<file path="config.mk">
export PLATFORM = sky130hd
export DESIGN_NAME = mfp_ahb_load_arbiter_flat
export DESIGN_NICKNAME = d
export VERILOG_FILES = /design/src/rtl/mfp_ahb_load_arbiter_if.sv /design/src/rtl/mfp_ahb_load_arbiter.sv /design/src/flat_wrapper.sv
export SDC_FILE = /design/constraint.sdc
export NUM_CORES = 1
export LEC_CHECK = 0
export CORE_MARGIN = 2
export CORE_UTILIZATION = 42
export DETAILED_ROUTE_END_ITERATION = 8
export PLACE_DENSITY = 0.76
export SETUP_SLACK_MARGIN = 0.3
export SYNTH_ARGS = -nofsm -noshare
export SYNTH_HDL_FRONTEND = slang
export SYNTH_SLANG_ARGS = --single-unit
</file>
<file path="constraint.sdc">
create_clock -name clk -period 2.6 [get_ports clk]
set_clock_uncertainty 0.05 [all_clocks]
set_input_delay 0.39 -clock clk [delete_from_list [all_inputs] [get_ports clk]]
set_output_delay 0.39 -clock clk [all_outputs]
set_load 0.02 [all_outputs]
</file>
<file path="src/rtl/mfp_ahb_load_arbiter_if.sv">
// Signal bundle for the load arbiter: loader byte stream, CPU master side and shared slave side.
interface mfp_ahb_load_arbiter_if;
    logic        load_active;
    logic        wr_valid;
    logic [31:0] wr_addr;
    logic [7:0]  wr_byte;
    logic        wr_ready;

    logic [31:0] c_HADDR;
    logic [2:0]  c_HBURST;
    logic        c_HMASTLOCK;
    logic [3:0]  c_HPROT;
    logic [2:0]  c_HSIZE;
    logic [1:0]  c_HTRANS;
    logic [31:0] c_HWDATA;
    logic        c_HWRITE;
    logic        c_HREADY;
    logic [31:0] c_HRDATA;
    logic        c_HRESP;

    logic [31:0] HADDR;
    logic [2:0]  HBURST;
    logic        HMASTLOCK;
    logic [3:0]  HPROT;
    logic [2:0]  HSIZE;
    logic [1:0]  HTRANS;
    logic [31:0] HWDATA;
    logic        HWRITE;
    logic        HREADY;
    logic [31:0] HRDATA;
    logic        HRESP;

    logic        cpu_hold;
    logic        load_error;

    modport slave (
        input  load_active, wr_valid, wr_addr, wr_byte,
        input  c_HADDR, c_HBURST, c_HMASTLOCK, c_HPROT, c_HSIZE, c_HTRANS, c_HWDATA, c_HWRITE,
        input  HREADY, HRDATA, HRESP,
        output wr_ready, c_HREADY, c_HRDATA, c_HRESP,
        output HADDR, HBURST, HMASTLOCK, HPROT, HSIZE, HTRANS, HWDATA, HWRITE,
        output cpu_hold, load_error
    );

    modport master (
        output load_active, wr_valid, wr_addr, wr_byte,
        output c_HADDR, c_HBURST, c_HMASTLOCK, c_HPROT, c_HSIZE, c_HTRANS, c_HWDATA, c_HWRITE,
        output HREADY, HRDATA, HRESP,
        input  wr_ready, c_HREADY, c_HRDATA, c_HRESP,
        input  HADDR, HBURST, HMASTLOCK, HPROT, HSIZE, HTRANS, HWDATA, HWRITE,
        input  cpu_hold, load_error
    );
endinterface

</file>
<file path="src/rtl/mfp_ahb_load_arbiter.sv">
// Shares one AHB-Lite slave port between the CPU and the SREC loader byte stream; holds the CPU
// in reset while loading. Loader bytes reach the bus one cycle after queueing; wr_ready = !full.
module mfp_ahb_load_arbiter #(
    parameter int FIFO_DEPTH     = 4,
    parameter int RELEASE_CYCLES = 16
) (
    input  logic                  clk,
    input  logic                  rst,
    mfp_ahb_load_arbiter_if.slave bus
);
    localparam int          AW          = $clog2(FIFO_DEPTH);
    localparam int          CW          = $clog2(RELEASE_CYCLES + 1);
    localparam logic [AW:0] CNT_FULL    = (AW+1)'(FIFO_DEPTH);
    localparam logic [1:0]  HTRANS_IDLE = 2'b00;
    localparam logic [1:0]  HTRANS_NSEQ = 2'b10;

    typedef enum logic [1:0] {RUN, LOAD, RELEASE} state_t;

    state_t        state, state_nxt;
    logic [31:0]   fifo_addr [FIFO_DEPTH];
    logic [7:0]    fifo_dat  [FIFO_DEPTH];
    logic [AW-1:0] wr_ptr, rd_ptr;
    logic [AW:0]   count, count_nxt;
    logic          full, empty, push, pop;
    logic          dp_pend;
    logic [7:0]    dp_byte;
    logic [CW-1:0] guard_cnt, guard_nxt;
    logic          cpu_hold_q, load_error_q;

    assign empty     = (count == '0);
    assign push      = bus.wr_valid && !full;
    assign pop       = (state == LOAD) && !empty && bus.HREADY;
    assign count_nxt = count + {{AW{1'b0}}, push} - {{AW{1'b0}}, pop};

    assign bus.wr_ready   = !full;
    assign bus.cpu_hold   = cpu_hold_q;
    assign bus.load_error = load_error_q;
    assign bus.c_HRDATA   = bus.HRDATA;
    assign bus.c_HRESP    = bus.HRESP;

    always_comb begin
        state_nxt = state;
        guard_nxt = guard_cnt;
        case (state)
            RUN: begin
                if (bus.load_active && bus.HREADY)
                    state_nxt = LOAD;
            end
            LOAD: begin
                if (!bus.load_active && empty && (!dp_pend || bus.HREADY)) begin
                    state_nxt = RELEASE;
                    guard_nxt = CW'(RELEASE_CYCLES - 1);
                end
            end
            RELEASE: begin
                if (bus.load_active)
                    state_nxt = LOAD;
                else if (guard_cnt == '0)
                    state_nxt = RUN;
                else
                    guard_nxt = guard_cnt - CW'(1);
            end
            default: state_nxt = RUN;
        endcase
    end

    // Outside RUN the loader owns the bus; idle cycles still present the queue head.
    always_comb begin
        bus.HADDR     = fifo_addr[rd_ptr];
        bus.HBURST    = 3'b000;
        bus.HMASTLOCK = 1'b0;
        bus.HPROT     = 4'b0011;
        bus.HSIZE     = 3'b000;
        bus.HTRANS    = HTRANS_IDLE;
        bus.HWDATA    = {4{dp_byte}};
        bus.HWRITE    = 1'b1;
        bus.c_HREADY  = 1'b1;
        if (state == RUN) begin
            bus.HADDR     = bus.c_HADDR;
            bus.HBURST    = bus.c_HBURST;
            bus.HMASTLOCK = bus.c_HMASTLOCK;
            bus.HPROT     = bus.c_HPROT;
            bus.HSIZE     = bus.c_HSIZE;
            bus.HTRANS    = bus.load_active ? HTRANS_IDLE : bus.c_HTRANS;
            bus.HWDATA    = bus.c_HWDATA;
            bus.HWRITE    = bus.c_HWRITE;
            bus.c_HREADY  = bus.HREADY;
        end else if (state == LOAD && !empty) begin
            bus.HTRANS = HTRANS_NSEQ;
        end
    end

    always_ff @(posedge clk or posedge rst) begin
        if (rst) begin
            state        <= RUN;
            wr_ptr       <= '0;
            rd_ptr       <= '0;
            count        <= '0;
            full         <= 1'b0;
            dp_pend      <= 1'b0;
            dp_byte      <= '0;
            guard_cnt    <= '0;
            cpu_hold_q   <= 1'b0;
            load_error_q <= 1'b0;
        end else begin
            state      <= state_nxt;
            guard_cnt  <= guard_nxt;
            cpu_hold_q <= (state_nxt != RUN);
            count      <= count_nxt;
            full       <= (count_nxt == CNT_FULL);
            if (push)
                wr_ptr <= wr_ptr + AW'(1);
            if (pop)
                rd_ptr <= rd_ptr + AW'(1);
            if (bus.HREADY) begin
                dp_pend <= pop;
                if (pop)
                    dp_byte <= fifo_dat[rd_ptr];
            end
            if (state == RUN && state_nxt == LOAD)
                load_error_q <= 1'b0;
            else if (dp_pend && bus.HREADY && bus.HRESP)
                load_error_q <= 1'b1;
        end
    end

    always_ff @(posedge clk) begin
        if (push) begin
            fifo_addr[wr_ptr] <= bus.wr_addr;
            fifo_dat[wr_ptr]  <= bus.wr_byte;
        end
    end
endmodule

</file>
<file path="src/flat_wrapper.sv">
// flat-port wrapper written by rule: the top's interface ports become plain ports
module mfp_ahb_load_arbiter_flat 
#(
    parameter int FIFO_DEPTH     = 4,
    parameter int RELEASE_CYCLES = 16
)
  (clk, rst, bus_load_active, bus_wr_valid, bus_wr_addr, bus_wr_byte, bus_c_HADDR, bus_c_HBURST, bus_c_HMASTLOCK, bus_c_HPROT, bus_c_HSIZE, bus_c_HTRANS, bus_c_HWDATA, bus_c_HWRITE, bus_HREADY, bus_HRDATA, bus_HRESP, bus_wr_ready, bus_c_HREADY, bus_c_HRDATA, bus_c_HRESP, bus_HADDR, bus_HBURST, bus_HMASTLOCK, bus_HPROT, bus_HSIZE, bus_HTRANS, bus_HWDATA, bus_HWRITE, bus_cpu_hold, bus_load_error);
  mfp_ahb_load_arbiter_if bus_i ();
  input  logic clk;
  input  logic rst;
  input wire logic [$bits(bus_i.load_active)-1:0] bus_load_active;
  input wire logic [$bits(bus_i.wr_valid)-1:0] bus_wr_valid;
  input wire logic [$bits(bus_i.wr_addr)-1:0] bus_wr_addr;
  input wire logic [$bits(bus_i.wr_byte)-1:0] bus_wr_byte;
  input wire logic [$bits(bus_i.c_HADDR)-1:0] bus_c_HADDR;
  input wire logic [$bits(bus_i.c_HBURST)-1:0] bus_c_HBURST;
  input wire logic [$bits(bus_i.c_HMASTLOCK)-1:0] bus_c_HMASTLOCK;
  input wire logic [$bits(bus_i.c_HPROT)-1:0] bus_c_HPROT;
  input wire logic [$bits(bus_i.c_HSIZE)-1:0] bus_c_HSIZE;
  input wire logic [$bits(bus_i.c_HTRANS)-1:0] bus_c_HTRANS;
  input wire logic [$bits(bus_i.c_HWDATA)-1:0] bus_c_HWDATA;
  input wire logic [$bits(bus_i.c_HWRITE)-1:0] bus_c_HWRITE;
  input wire logic [$bits(bus_i.HREADY)-1:0] bus_HREADY;
  input wire logic [$bits(bus_i.HRDATA)-1:0] bus_HRDATA;
  input wire logic [$bits(bus_i.HRESP)-1:0] bus_HRESP;
  output wire logic [$bits(bus_i.wr_ready)-1:0] bus_wr_ready;
  output wire logic [$bits(bus_i.c_HREADY)-1:0] bus_c_HREADY;
  output wire logic [$bits(bus_i.c_HRDATA)-1:0] bus_c_HRDATA;
  output wire logic [$bits(bus_i.c_HRESP)-1:0] bus_c_HRESP;
  output wire logic [$bits(bus_i.HADDR)-1:0] bus_HADDR;
  output wire logic [$bits(bus_i.HBURST)-1:0] bus_HBURST;
  output wire logic [$bits(bus_i.HMASTLOCK)-1:0] bus_HMASTLOCK;
  output wire logic [$bits(bus_i.HPROT)-1:0] bus_HPROT;
  output wire logic [$bits(bus_i.HSIZE)-1:0] bus_HSIZE;
  output wire logic [$bits(bus_i.HTRANS)-1:0] bus_HTRANS;
  output wire logic [$bits(bus_i.HWDATA)-1:0] bus_HWDATA;
  output wire logic [$bits(bus_i.HWRITE)-1:0] bus_HWRITE;
  output wire logic [$bits(bus_i.cpu_hold)-1:0] bus_cpu_hold;
  output wire logic [$bits(bus_i.load_error)-1:0] bus_load_error;
  assign bus_i.load_active = bus_load_active;
  assign bus_i.wr_valid = bus_wr_valid;
  assign bus_i.wr_addr = bus_wr_addr;
  assign bus_i.wr_byte = bus_wr_byte;
  assign bus_i.c_HADDR = bus_c_HADDR;
  assign bus_i.c_HBURST = bus_c_HBURST;
  assign bus_i.c_HMASTLOCK = bus_c_HMASTLOCK;
  assign bus_i.c_HPROT = bus_c_HPROT;
  assign bus_i.c_HSIZE = bus_c_HSIZE;
  assign bus_i.c_HTRANS = bus_c_HTRANS;
  assign bus_i.c_HWDATA = bus_c_HWDATA;
  assign bus_i.c_HWRITE = bus_c_HWRITE;
  assign bus_i.HREADY = bus_HREADY;
  assign bus_i.HRDATA = bus_HRDATA;
  assign bus_i.HRESP = bus_HRESP;
  assign bus_wr_ready = bus_i.wr_ready;
  assign bus_c_HREADY = bus_i.c_HREADY;
  assign bus_c_HRDATA = bus_i.c_HRDATA;
  assign bus_c_HRESP = bus_i.c_HRESP;
  assign bus_HADDR = bus_i.HADDR;
  assign bus_HBURST = bus_i.HBURST;
  assign bus_HMASTLOCK = bus_i.HMASTLOCK;
  assign bus_HPROT = bus_i.HPROT;
  assign bus_HSIZE = bus_i.HSIZE;
  assign bus_HTRANS = bus_i.HTRANS;
  assign bus_HWDATA = bus_i.HWDATA;
  assign bus_HWRITE = bus_i.HWRITE;
  assign bus_cpu_hold = bus_i.cpu_hold;
  assign bus_load_error = bus_i.load_error;
  mfp_ahb_load_arbiter #(.FIFO_DEPTH(FIFO_DEPTH), .RELEASE_CYCLES(RELEASE_CYCLES)) u_core (.clk(clk), .rst(rst), .bus(bus_i));
endmodule
</file>
==> After elaboration in Yosys (flattened, before gate mapping) <==
Memory sizes are Yosys's and may differ from the RTL's. A register that Yosys moved wholly into a read port is not among the register bits.
Cells that the tools add are included.
{ "totals": {"register_bits": 18, "latchBits": 0, "ram_bits": 160, "mem_bits_ro": 0, "in_bits": 156, "output_inout_bits": 115, "memories": 2} }
{ "op_classes": {"addsub": 5, "multipliers": 0, "div": 0, "order_cmp": 0, "n_eq_ne": 7, "shifts": 0, "muxes": 24, "bitwise": 0, "n_reduce_logical": 22} }
{ "memory_table": {"columns": ["memory", "words", "width", "read_ports", "rd_ports_with_merged_regs", "wr", "line_no", "rtl"], "rows": [
  ["u_core.fifo_addr", 4, 32, 1, 0, 1, "mfp_ahb_load_arbiter.sv:20", "logic [31:0] fifo_addr [FIFO_DEPTH];"],
  ["u_core.fifo_dat", 4, 8, 1, 1, 1, "mfp_ahb_load_arbiter.sv:21", "logic [7:0] fifo_dat [FIFO_DEPTH];"]
]} }
{ "ops": {"columns": ["cell", "count"], "rows": [
  ["32-bit 2-to-1 mux", 2],
  ["5-bit 2-to-1 mux", 3],
  ["2-bit 2-to-1 mux", 7],
  ["5-bit one-hot mux with 2 select lines", 1],
  ["1-bit logical AND", 9],
  ["1-bit 2-to-1 mux", 7],
  ["3-bit 2-to-1 mux", 2],
  ["2-bit one-hot mux with 3 select lines", 1],
  ["2-bit nonzero test", 3],
  ["5-bit zero test", 1],
  ["5-bit by 1-bit subtractor with 5-bit output (second input constant)", 1],
  ["2-bit by 1-bit adder with 2-bit output (second input constant)", 2],
  ["2-bit by 1-bit == test with 1-bit output (second input constant)", 2],
  ["1-bit zero test", 4],
  ["4-bit 2-to-1 mux", 1],
  ["2-bit != test (second input constant)", 2],
  ["4-bit AND reduction", 1],
  ["3-bit by 1-bit adder with 3-bit output", 1],
  ["3-bit == test (second input constant)", 1],
  ["3-bit zero test", 1],
  ["3-bit by 1-bit subtractor with 3-bit output", 1],
  ["2-bit == test (second input constant)", 1],
  ["2-bit zero test", 1],
  ["2-bit by 1-bit != test with 1-bit output (second input constant)", 1],
  ["2 further kinds", 2]
]} }

==> Depth between registers and ports, before layout <==
{ "depth": {"ltp_word": 8, "depth_mapped": 10} }

==> Least setup slack after synthesis <==
Ideal clock, no wire load.
{ "synth_timing": {"path_type": "register to register", "startpoint": "register u_core.count[0]", "endpoint": "register u_core.full", "setup_ns": 0.088, "arrival_ns": 2.462, "setup_slack_ns": 0.000, "stages_incl_launch_ff": 11, "n_path_buf": 1, "cell_sequence": "dfrtp_1 or3_4 and3_4 buf_6 ha_1 inv_1 ha_1 fa_1 xnor2_1 xnor2_1 nor3b_1"} }
{ "synth_via": {"elab_chain_len": 6, "word_cells_on_any_way": 7, "cone_classes": "add/sub (2); eq/ne (1); reduce/logical (4)"} }
{ "synth_rtl": {"columns": ["element", "line_no", "rtl"], "rows": [
  ["from (decl)", "mfp_ahb_load_arbiter.sv:23", "logic [AW:0] count, count_nxt;"],
  ["from (signal assigned)", "mfp_ahb_load_arbiter.sv:109", "count <= count_nxt;"],
  ["3-bit zero test", "mfp_ahb_load_arbiter.sv:30", "assign empty = (count == '0);"],
  ["1-bit zero test", "mfp_ahb_load_arbiter.sv:32", "assign pop = (state == LOAD) && !empty && bus.HREADY;"],
  ["1-bit logical AND (2 in a row)", "mfp_ahb_load_arbiter.sv:32", null],
  ["named net u_core.pop", "mfp_ahb_load_arbiter.sv:24", "logic full, empty, push, pop;"],
  ["3-bit by 1-bit subtractor with 3-bit output", "mfp_ahb_load_arbiter.sv:33", "assign count_nxt = count + {{AW{1'b0}}, push} - {{AW{1'b0}}, pop};"],
  ["named net u_core.count_nxt[2]", "mfp_ahb_load_arbiter.sv:23", null],
  ["3-bit == test", "mfp_ahb_load_arbiter.sv:110", "full <= (count_nxt == CNT_FULL);"],
  ["to (signal assigned)", "mfp_ahb_load_arbiter.sv:110", null],
  ["to (decl)", "mfp_ahb_load_arbiter.sv:24", null]
]} }
The timed path passes the listed nets, and every way through them passes these cells.
A chain may end at the register's enable or synchronous reset.

==> Worst setup path in the final report <==
{ "layout_timing": {"startpoint": "register u_core.rd_ptr[0]", "endpoint": "output port bus_HADDR[30]"} }
{ "layout_via": {"elab_chain_len": 2} }
{ "layout_rtl": {"columns": ["element", "line_no", "rtl"], "rows": [
  ["from (decl)", "mfp_ahb_load_arbiter.sv:22", "logic [AW-1:0] wr_ptr, rd_ptr;"],
  ["from (signal assigned)", "mfp_ahb_load_arbiter.sv:114", "rd_ptr <= rd_ptr + AW'(1);"],
  ["memory 4 x 32 bit", null, null],
  ["32-bit 2-to-1 mux", "mfp_ahb_load_arbiter.sv:78", "if (state == RUN) begin"],
  ["to (decl)", "flat_wrapper.sv:30", "output wire logic [$bits(bus_i.HADDR)-1:0] bus_HADDR;"]
]} }
Every way passes these cells.

==> flow_summary.toml <==
[outcome]
status = "complete, no violations"

[place]
dp.final_hpwl_um = 15000
place_congestion = 0.804
total_of_buffers_placed_on_input_and_output_ports = 206

[critical_path]
timing.critical_path.cells = "buf_12 > mux4_2 > nand2_1 > nand2_1 > dlygate4sd2_1"
worst-endpoint-arrival_ns = 2.04
path_max_fanout = 9
crit_path_end_kind = "output pin"
worst-r2r-cell-count = 9
timing.critical_path.max_delay_family = "multiplexers"
top_cell_by_count_worst_path = "nand2_1"
worst_setup_path_start_kind = "flip-flop"
critical_path_depth = 5
cp_num_buf_inv = 2
critical_path.slowest_cell = "mux4_2"
critical_path_class = "reg -> out"
timing.critical_path.required_ns = 2.16
max_stage_delay_ns = 0.51

[logic_synthesis]
syn-mean-instance-area_um2 = 14.7
post_synth_instance_area_um2 = 8110
netlist.area_leader.share_pct = 59.2
yosys.area.top_type = "edfxtp_1"
yosys.cell_types.count = 39
synth.area.top_cells = "edfxtp_1, mux4_2, dfrtp_1"
yosys_warnings = 0
synth_fp_nets = 717
synth-async-reset-ratio_pct = 14.0
synth_top_flop_cell = "edfxtp_1"
sequential_element_share_of_the_synthesized_area_pct = 67.3
post_synth_inst_count = 552
number_of_enable_flip_flop_cells_after_synthesis = 160
yosys_register_bits = 186
synth.most_common_cell = "nand2_1"
synth.cells.most_frequent = "nand2_1, edfxtp_1, mux4_2, buf_4, dfrtp_1"

[min_path]
hold_path_class = "in -> async"

[floorplan]
num_io_pins = 271
start_util_pct = 43.1
floorplan.core_area_um2 = 18800
floorplan.die_area_um2 = 20400
rows = 50
die_h_um = 143
die_w_um = 143

[sta]
timing_hold_violations_final = 0
fmax_mhz = 403
slew_violations = 0
max-slew-margin-rel_pct = 58.6
grt_setup_unrepaired = "yes"
fin_setup_tns_ns = 0
final_min_period_over_clock_period_pct = 95.3
worst_max_slew_pin_slew_ns = 0.620
finalSetupViolCount = 0
period_minus_slack_ns = 2.48

[finish]
fin_util_pct = 60.1
synthToLayoutAreaGrowth_pct = 39.5
layout-drive-gt1-share_pct = 30.9
n_fill_cell = 1445
layout.nets = 936

[routing]
avgRoutedWirePerCell_um = 20.9
detail_route.first_pass.iterations = 4
detailroute.via_count = 5330
drc = 0
post_detailed_route_via_to_cell_ratio = 5.10
drt_wl_total_um = 21800
dr.first_iter.drc_count = 315
drt.antenna.violating_nets = 0

[clock_tree]
cts_tree = "built"
cts_root_buffer = "clkbuf_16"
cts_hold_repair.buffers = 0
cts_num_sinks = 186
clkTransAtPathRegs_ns = 0.06
clk-insertion-delay-late_ns = 0.42
cts-buffers-inserted = 17
clock_buffer_depth = 2
cts_htree_levels = 4

[flow_run]
timing.max_cap.violations = 0

[global_route]
grt_start_max_net_pins = 43
track_usage_pct = 20.8
number_of_antenna_violations_at_the_first_check_in_global_routing = 1
gr-total-overflow = 0
grt_pass1_vias = 5483
grt_pass1_wl_um = 30800

[power]
max-vdd-ir-drop_v = 0.000625
power_density_nw_per_um2 = 1230
leakagePower_nw = 4.42
-- flip-flops by register name, summed over array words and instances (netlist names), 2 cells and up --
name	flops
u_core.guard_cnt	5
u_core.state	2
u_core.dp_byte	8
u_core.count	3
u_core.fifo_addr	128
u_core.wr_ptr	2
u_core.rd_ptr	2
u_core.fifo_dat	32
-- repair_timing --
action	4_1_cts	5_1_grt
gates resized for setup	186	121
pin swaps	9	24
setup endpoints to repair	80	75
setup buffers	10	14
gates cloned	4	3
-- per-stage QoR --
step	instances	power (mW)	setup WS, ns	hold WS (ns)	area (µm²)
after floorplan	552	8.06	0.163	0.380	8160
after global placement	981	10.6	0.200	0.430	10400
after detailed placement	981	10.8	0.0973	0.438	10400
after CTS	1027	13.4	0.0510	0.310	11100
after global routing	1044	14.6	0.0478	0.343	11300
final	1045	13.9	0.122	0.306	11300
-- power breakdown --
| group | switching [mW] | total [mW] | internal [mW] |
|---|---|---|---|
| Clock | 1.07 | 2.59 | 1.51 |
| Combinational | 3.80 | 7.15 | 3.35 |
| Sequential | 0.243 | 4.20 | 3.95 |
-- worst paths after layout --
check                                    startpoint                  end  slack (ns)
worst max-delay path               u_core.rd_ptr[0]        bus_HADDR[30]        0.12
worst min-delay path                            rst     u_core.wr_ptr[0]        0.31
worst max register to register      u_core.count[0]          u_core.full        0.18
worst min register to register  u_core.guard_cnt[0]  u_core.guard_cnt[0]        0.45
max in group asynchronous                       rst  u_core.guard_cnt[3]        1.57
min in group clk                u_core.guard_cnt[0]  u_core.guard_cnt[0]        0.45
-- metal layers --
layer | GRT usage [%] | vias to the layer above | part of all wire [%]
met1 | 22.6 | 2672 | 36
li1 | - | 2382 | -
met5 | 0 | - | 0.060
met3 | 4.53 | 66 | 5.6
met4 | 12.4 | 2 | 4.5
met2 | 37.0 | 208 | 54
-- layout by cell type (no fill, tap or decap), drive strengths merged, types with 8 or more instances in the layout --
cell           count
edfxtp           160
and2              14
clkbuf            50
mux2               8
buf               85
inv               17
nand2            173
ha                 8
dfrtp             26
dlygate4sd2       15
mux4              40
clkdlybuf4s50    127
-- cell type report --
type	instances	area [µm²]	area share, %
inverters	12	45.0	0.398
well taps	260	325	2.87
clock inverters	15	168	1.48
repair buffers	261	2560	22.6
clock buffers	17	425	3.76
flip-flops and latches	186	5460	48.2
multi-input cells	293	2330	20.6
diodes	1	2.50	0.0221
-- logic make-up (layout without fill, tap and decap cells) --
family | Yosys count | after routing | share of synthesized area (%)
and+or+nand+nor | 219 | 219 | 11.6
DFF | 186 | 186 | 67.3
buffers and inverters | 73 | 305 | 5.48
other | 0 | 1 | 0
xor gates and xnor gates | 7 | 7 | 0.756
adders and majority gates | 9 | 9 | 1.48
muxes | 49 | 49 | 12.6
AOI/OAI and AO/OA | 9 | 9 | 0.817
Note: power is estimated with default switching activity, not from simulation.
